==> src/rtl/noc_pkg.sv <==
// -----------------------------------------------------------------------------
// noc_pkg
// Shared definitions for the router input-port logic.
//   - Default virtual-channel count, per-VC queue depth exponent and flit width.
//   - VC index type and flit type sized from those defaults.
//   - calc_vc_w(): width of a VC index for a given VC count (at least 1 bit).
// -----------------------------------------------------------------------------
package noc_pkg;

    localparam int NUM_VC_DEF     = 4;
    localparam int ADDR_WIDTH_DEF = 3;
    localparam int DATA_WIDTH_DEF = 64;

    // A single-VC configuration still needs a 1-bit index port.
    function automatic int calc_vc_w(input int n);
        return (n > 1) ? $clog2(n) : 1;
    endfunction

    localparam int VC_W_DEF = calc_vc_w(NUM_VC_DEF);

    typedef logic [VC_W_DEF-1:0]       vc_idx_t;
    typedef logic [DATA_WIDTH_DEF-1:0] flit_t;

endpackage : noc_pkg

==> src/rtl/vc_fifo_slice.sv <==
// -----------------------------------------------------------------------------
// vc_fifo_slice
// One first-word-fall-through queue of 2**ADDR_WIDTH entries. The caller only
// asserts push/pop for operations it has already accepted, so this block does
// no overflow/underflow protection of its own.
//
// Ports:
//   clk    in   clock
//   reset  in   asynchronous, active-high reset
//   push   in   store din at the tail (accepted write)
//   pop    in   discard the head entry (accepted read)
//   din    in   DATA_WIDTH  write data
//   dout   out  DATA_WIDTH  current head entry (valid while !empty)
//   count  out  ADDR_WIDTH+1  occupancy, 0..DEPTH
//   empty  out  count == 0
//   full   out  count == DEPTH
// -----------------------------------------------------------------------------
module vc_fifo_slice #(
    parameter int ADDR_WIDTH = 3,
    parameter int DATA_WIDTH = 64
) (
    input  logic                  clk,
    input  logic                  reset,
    input  logic                  push,
    input  logic                  pop,
    input  logic [DATA_WIDTH-1:0] din,
    output logic [DATA_WIDTH-1:0] dout,
    output logic [ADDR_WIDTH:0]   count,
    output logic                  empty,
    output logic                  full
);

    localparam int DEPTH = 2 ** ADDR_WIDTH;
    localparam int CNT_W = ADDR_WIDTH + 1;

    logic [DATA_WIDTH-1:0] mem_q [DEPTH];
    logic [DATA_WIDTH-1:0] mem_d [DEPTH];
    logic [ADDR_WIDTH-1:0] wr_ptr_q, wr_ptr_d;
    logic [ADDR_WIDTH-1:0] rd_ptr_q, rd_ptr_d;
    logic [CNT_W-1:0]      count_q, count_d;

    always_comb begin
        // NOTE: every target gets a default first so no path leaves it unassigned, which would infer a latch.
        mem_d    = mem_q;
        wr_ptr_d = wr_ptr_q;
        rd_ptr_d = rd_ptr_q;
        count_d  = count_q;

        if (push) begin
            mem_d[wr_ptr_q] = din;
            wr_ptr_d        = wr_ptr_q + ADDR_WIDTH'(1);
        end
        if (pop) begin
            rd_ptr_d = rd_ptr_q + ADDR_WIDTH'(1);
        end

        // Pointers wrap modulo DEPTH on their own; simultaneous push+pop
        // (including when full) leaves the occupancy unchanged.
        case ({push, pop})
            2'b10:   count_d = count_q + CNT_W'(1);
            2'b01:   count_d = count_q - CNT_W'(1);
            default: count_d = count_q;
        endcase
    end

    // NOTE: storage is reset too, so dout reads as zero after reset rather than stale data from before it.
    always_ff @(posedge clk or posedge reset) begin
        if (reset) begin
            // NOTE: state registers use non-blocking assignments so every flop samples pre-edge values.
            mem_q    <= '{default: '0};
            wr_ptr_q <= '0;
            rd_ptr_q <= '0;
            count_q  <= '0;
        end else begin
            mem_q    <= mem_d;
            wr_ptr_q <= wr_ptr_d;
            rd_ptr_q <= rd_ptr_d;
            count_q  <= count_d;
        end
    end

    // Fall-through head and status come straight from registered state.
    assign dout  = mem_q[rd_ptr_q];
    assign count = count_q;
    assign empty = (count_q == '0);
    assign full  = (count_q == CNT_W'(DEPTH));

endmodule : vc_fifo_slice

==> src/rtl/vc_input_buffer.sv <==
// -----------------------------------------------------------------------------
// vc_input_buffer
// Router input-port buffer holding NUM_VC independent FWFT queues that share a
// single write port and have one read port each. Produces per-VC status, a
// registered credit pulse per accepted pop, and sticky protocol error flags.
//
// Ports:
//   clk            in   clock
//   reset          in   asynchronous, active-high reset
//   push           in   write request
//   push_vc        in   VC_W                      target VC of the write
//   din            in   DATA_WIDTH                write flit
//   pop            in   NUM_VC                    per-VC read request
//   dout           out  NUM_VC*DATA_WIDTH         head flit per VC, VC v at [v*DATA_WIDTH +: DATA_WIDTH]
//   empty          out  NUM_VC                    VC holds no entries
//   full           out  NUM_VC                    VC holds DEPTH entries
//   almost_full    out  NUM_VC                    count >= AFULL_LEVEL
//   count          out  NUM_VC*(ADDR_WIDTH+1)     occupancy per VC
//   credit         out  NUM_VC                    one-cycle pulse after each accepted pop
//   overflow_err   out  sticky: a push was dropped
//   underflow_err  out  sticky: a pop on an empty VC was ignored
// -----------------------------------------------------------------------------
module vc_input_buffer
    import noc_pkg::*;
#(
    parameter int  NUM_VC      = NUM_VC_DEF,
    parameter int  ADDR_WIDTH  = ADDR_WIDTH_DEF,
    parameter int  DATA_WIDTH  = DATA_WIDTH_DEF,
    parameter int  AFULL_LEVEL = 2 ** ADDR_WIDTH - 1,
    localparam int VC_W        = calc_vc_w(NUM_VC),
    localparam int CNT_W       = ADDR_WIDTH + 1
) (
    input  logic                         clk,
    input  logic                         reset,
    input  logic                         push,
    input  logic [VC_W-1:0]              push_vc,
    input  logic [DATA_WIDTH-1:0]        din,
    input  logic [NUM_VC-1:0]            pop,
    output logic [NUM_VC*DATA_WIDTH-1:0] dout,
    output logic [NUM_VC-1:0]            empty,
    output logic [NUM_VC-1:0]            full,
    output logic [NUM_VC-1:0]            almost_full,
    output logic [NUM_VC*CNT_W-1:0]      count,
    output logic [NUM_VC-1:0]            credit,
    output logic                         overflow_err,
    output logic                         underflow_err
);

    logic [NUM_VC-1:0] slice_empty;
    logic [NUM_VC-1:0] slice_full;
    logic [NUM_VC-1:0] slice_push;
    logic [NUM_VC-1:0] pop_ok;
    logic              push_target_ok;
    logic              push_ok;

    logic [NUM_VC-1:0] credit_q, credit_d;
    logic              overflow_q, overflow_d;
    logic              underflow_q, underflow_d;

    // Guards non-power-of-two VC counts, where push_vc can name a missing VC.
    assign push_target_ok = ({1'b0, push_vc} < (VC_W + 1)'(NUM_VC));

    always_comb begin
        // There is no bypass: a pop on an empty VC is ignored even if the
        // same cycle pushes into it.
        pop_ok = pop & ~slice_empty;

        // A full VC still accepts a write when its head leaves in the same cycle.
        push_ok = push && push_target_ok &&
                  (!slice_full[push_vc] || pop_ok[push_vc]);

        for (int v = 0; v < NUM_VC; v++) begin
            slice_push[v] = push_ok && (push_vc == VC_W'(v));
        end

        credit_d    = pop_ok;
        overflow_d  = overflow_q | (push & ~push_ok);
        underflow_d = underflow_q | (|(pop & slice_empty));
    end

    always_ff @(posedge clk or posedge reset) begin
        if (reset) begin
            credit_q    <= '0;
            overflow_q  <= 1'b0;
            underflow_q <= 1'b0;
        end else begin
            credit_q    <= credit_d;
            overflow_q  <= overflow_d;
            underflow_q <= underflow_d;
        end
    end

    for (genvar v = 0; v < NUM_VC; v++) begin : g_vc
        vc_fifo_slice #(
            .ADDR_WIDTH (ADDR_WIDTH),
            .DATA_WIDTH (DATA_WIDTH)
        ) u_slice (
            .clk   (clk),
            .reset (reset),
            .push  (slice_push[v]),
            .pop   (pop_ok[v]),
            .din   (din),
            .dout  (dout[v*DATA_WIDTH +: DATA_WIDTH]),
            .count (count[v*CNT_W +: CNT_W]),
            .empty (slice_empty[v]),
            .full  (slice_full[v])
        );

        assign almost_full[v] = (count[v*CNT_W +: CNT_W] >= CNT_W'(AFULL_LEVEL));
    end

    assign empty         = slice_empty;
    assign full          = slice_full;
    assign credit        = credit_q;
    assign overflow_err  = overflow_q;
    assign underflow_err = underflow_q;

endmodule : vc_input_buffer

==> config.mk <==
export PLATFORM = sky130hd
export DESIGN_NAME = vc_input_buffer
export DESIGN_NICKNAME = d
export VERILOG_FILES = /design/src/rtl/noc_pkg.sv /design/src/rtl/vc_fifo_slice.sv /design/src/rtl/vc_input_buffer.sv
export SDC_FILE = /design/constraint.sdc
export NUM_CORES = 2
export LEC_CHECK = 0
export CAP_MARGIN = 30
export CORE_UTILIZATION = 58
export DETAILED_ROUTE_END_ITERATION = 12
export GPL_TIMING_DRIVEN = 0
export PLACE_DENSITY = 0.77
export SYNTH_ARGS = -nofsm -noshare
export SYNTH_HDL_FRONTEND = slang
export SYNTH_SLANG_ARGS = --single-unit
==> constraint.sdc <==
create_clock -name clk -period 103.9 [get_ports clk]
set_input_delay 31.17 -clock clk [delete_from_list [all_inputs] [get_ports clk]]
set_output_delay 31.17 -clock clk [all_outputs]
set_load 0.02 [all_outputs]
==> impl_metrics.csv <==
group,metric,value,unit
floorplan,pin_count,363,
cts,cts_resized,0,
synth,synth_enable_flop_cells,0,
synth,ys_seq_area_frac,0.5534,
finish,area_growth,15.38,%
timing,final_max_slew_viol_count,0,
min_path,hold_start,"overflow_err$_DFF_PP0_",
timing,fin_crit_sh,0.3457,
synth,synth_cells,5692,
timing,fmax,27.84,MHz
cts,cts_buffers,209,
timing,fin_setup_tns,0,ns
detailed_routing,post_drt_wl_per_cell,28.93,µm
detailed_routing,vias_per_cell,6.218,
cts,clock-sinks,2094,
synth,synth_nets,5785,
detailed_routing,dr.pass1.iters,5,
timing,rsz0062_at_grt,"false",
cts,post_cts_buffers,0,
global_route,grt_overflow,0,
placed_design,gp_congestion,0.8374,
synth,ys.warnings.count,0,
placed_design,io_buffers,361,
floorplan,core_area,0.1613,mm²
floorplan,rows,147,
floorplan,dieArea,0.1649,mm²
synth,ys.flop_type,"dfrtp_1",
worst_setup_path,crit_fanout,10,
floorplan,floorplan.initialDensity,0.5870,
run_status,status,"finished clean",
synth,synth.distinct_cells,50,
worst_setup_path,startpoint,"g_vc[1].u_slice.rd_ptr_q[0]$_DFFE_PP0P_",
timing,worst_pin_slew,1.023,ns
global_route,grt_util_all_layers,0.3108,
timing,slew_headroom,0.3182,
cts,cts_tree,"yes",
detailed_routing,finalWirelength,250.4,mm
cts,cts_hold_buf,0,
floorplan,die_w,406.0,µm
job,maxCapViolCount,0,
power_and_ir_drop,power_frac_clock,0.213,
timing,hold_slack,0.4741,ns
power_and_ir_drop,leakagePower,49.99,nW
worst_setup_path,critPathLaunchType,"flop",
synth,synthArstFlopShare,1.000,
detailed_routing,ant_nets,0,
worst_setup_path,cp.required,72.73,ns
power_and_ir_drop,internal_power,2.439,mW
synth,synth_area_per_cell,16.64,µm²
worst_setup_path,timing.rr.start,"g_vc[3].u_slice.count[2]$_DFFE_PP0P_",
cts,path_clk_slew,0.06,ns
synth,synth_area,0.09469,mm²
global_route,antenna_found_initial,12,
detailed_routing,vias,53810,
power_and_ir_drop,swShare,0.3265,
timing,min_period,35.92,ns
cts,htree_levels,4,
worst_setup_path,end_kind,"primary output",
detailed_routing,drt_iter0_drc,3926,
finish,nets,6416,
timing,hold_viol,0,
global_route,grt_max_degree,138,
global_route,grt_pass1_wl,375.8,mm
detailed_routing,drc,0,
worst_setup_path,critical_path_class,"flop to primary output",
synth,ys_ff_latch,2094,
floorplan,chipHeight,406.0,µm
worst_setup_path,crit_arrival,4.75,ns
cts,clock_latency,0.82,ns
cts,root_buffer,"clkbuf_16",
power_and_ir_drop,cellPowerDensity,33.15,mW/mm²
timing,fin_skew,0.02750,ns
power_and_ir_drop,irDropWorstVdd,29.92,µV
timing,setup_viol,0,
power_and_ir_drop,pwr-share-comb,0.418,
global_route,grt_pass1_vias,57430,
min_path,hold_class,"flop to flop",
placed_design,dpl.hpwl,175.0,mm
power_and_ir_drop,p_switching,1.182,mW
finish,drive_gt1_frac,0.5344,
power_and_ir_drop,seqPwrFrac,0.369,
cts,cts.path.max_buffers,3,
## sequential cells by signal (all words and copies together) (netlist names)
register,count
credit,4
g_vc.u_slice.count,16
g_vc.u_slice.mem_q,2048
g_vc.u_slice.rd_ptr_q,12
g_vc.u_slice.wr_ptr_q,12
overflow_err,1
underflow_err,1
## final timing paths
path | endpoint | slack (ns) | cells past startpoint
max | dout[81] | 67.98 | 6
min | overflow_err$_DFF_PP0_ | 0.47 | 1
max reg2reg | g_vc[3].u_slice.mem_q[280]$_DFFE_PP0P_ | 100.68 | 9
min reg2reg | overflow_err$_DFF_PP0_ | 0.47 | 1
max in group asynchronous | g_vc[2].u_slice.mem_q[410]$_DFFE_PP0P_ | 69.40 | 8
min in group asynchronous | g_vc[0].u_slice.mem_q[435]$_DFFE_PP0P_ | 30.87 | 2
## metal layers
| metal | part of all wire | up-vias | track usage |
|---|---|---|---|
| met1 | 0.42 | 29630 | 0.4365 |
| met4 | 0.038 | 2 | 0.1181 |
| met5 | 0.000064 | - | 0 |
| met2 | 0.48 | 1387 | 0.4926 |
| li1 | - | 22410 | - |
| met3 | 0.053 | 379 | 0.04900 |
## synth_stat cells, types with 9 or more instances
cell,n,share of area
nor2_1,9,0.00036
buf_6,33,0.0039
dfrtp_1,2094,0.55
mux2_1,25,0.0030
clkbuf_1,208,0.0082
nand2_1,24,0.00095
mux2_4,60,0.0095
buf_2,146,0.0077
mux4_2,513,0.12
a21oi_1,14,0.00074
buf_1,107,0.0042
xor2_1,23,0.0021
buf_4,74,0.0059
ha_1,20,0.0026
xnor2_1,11,0.0010
mux2_2,2229,0.27
nand4b_1,10,0.00092
## cell families after synthesis
kind of cell               count (synthesis)  synth area share
DFF                                     2094            0.5534
buffers and inverters                    584           0.03169
adders and majority gates                 20          0.002643
xor gates and xnor gates                  34          0.003145
AOI/OAI and AO/OA                         37          0.002815
and+or+nand+nor                           94          0.006501
muxes                                   2829            0.3998
## final cells by class
cell class	count	area [µm²]
clock inverter	42	608.1
buffer	574	2968
tap	2160	2703
fill	10910	52060
antenna	6	15.01
multi-input combinational	3014	39300
inverter	10	47.55
sequential	2094	52400
timing repair buffer	420	4767
clock buffer	334	6436
## placed cells by master (no fill, tap or decap), types with 7 or more instances in the layout
| cell | count |
|---|---|
| mux2_1 | 25 |
| ha_1 | 20 |
| clkbuf_8 | 63 |
| clkbuf_1 | 260 |
| dfrtp_1 | 2094 |
| clkbuf_16 | 214 |
| nand2_1 | 24 |
| nand4b_1 | 10 |
| xor2_1 | 23 |
| buf_4 | 74 |
| clkinv_2 | 16 |
| buf_16 | 22 |
| mux2_4 | 60 |
| buf_8 | 35 |
| mux2_2 | 2229 |
| nor2_1 | 7 |
| buf_6 | 35 |
| xnor2_1 | 11 |
| buf_2 | 147 |
| mux4_2 | 513 |
| a21oi_1 | 14 |
| clkdlybuf4s50_1 | 361 |
| buf_1 | 106 |
| bufinv_16 | 12 |
## power by group through the flow
stage / combinational [mW] / sequential [mW] / clock [mW]
global route: 1.59 / 1.37 / 0.813
detailed placement: 1.51 / 1.34 / 0
finish: 1.51 / 1.34 / 0.773
CTS: 1.52 / 1.33 / 0.782
global placement: 1.46 / 1.35 / 0
floorplan: 0.994 / 1.31 / 0
## critical path: stages, from the launching register on
cell and delay (ns):
dfrtp_1 0.52, clkbuf_2 0.72, buf_1 0.58, clkbuf_1 0.79, mux4_2 0.46, mux2_2 0.29, clkdlybuf4s50_1 0.54
## stage by stage
| stage | setup WS [ns] | util | area (µm²) | std cells | power, mW |
|---|---|---|---|---|---|
| detailed placement | 68.37 | 0.6325 | 102000 | 8261 | 2.849 |
| floorplan | 13.58 | - | 94690 | 5692 | 2.303 |
| global route | 67.91 | 0.6772 | 109200 | 8649 | 3.777 |
| finish | 67.98 | 0.6773 | 109200 | 8654 | 3.622 |
| CTS | 68.04 | 0.6762 | 109100 | 8637 | 3.629 |
| global placement | -7.124 | 0.6262 | 101000 | 8213 | 2.803 |
(Power assumes the default switching activity.)
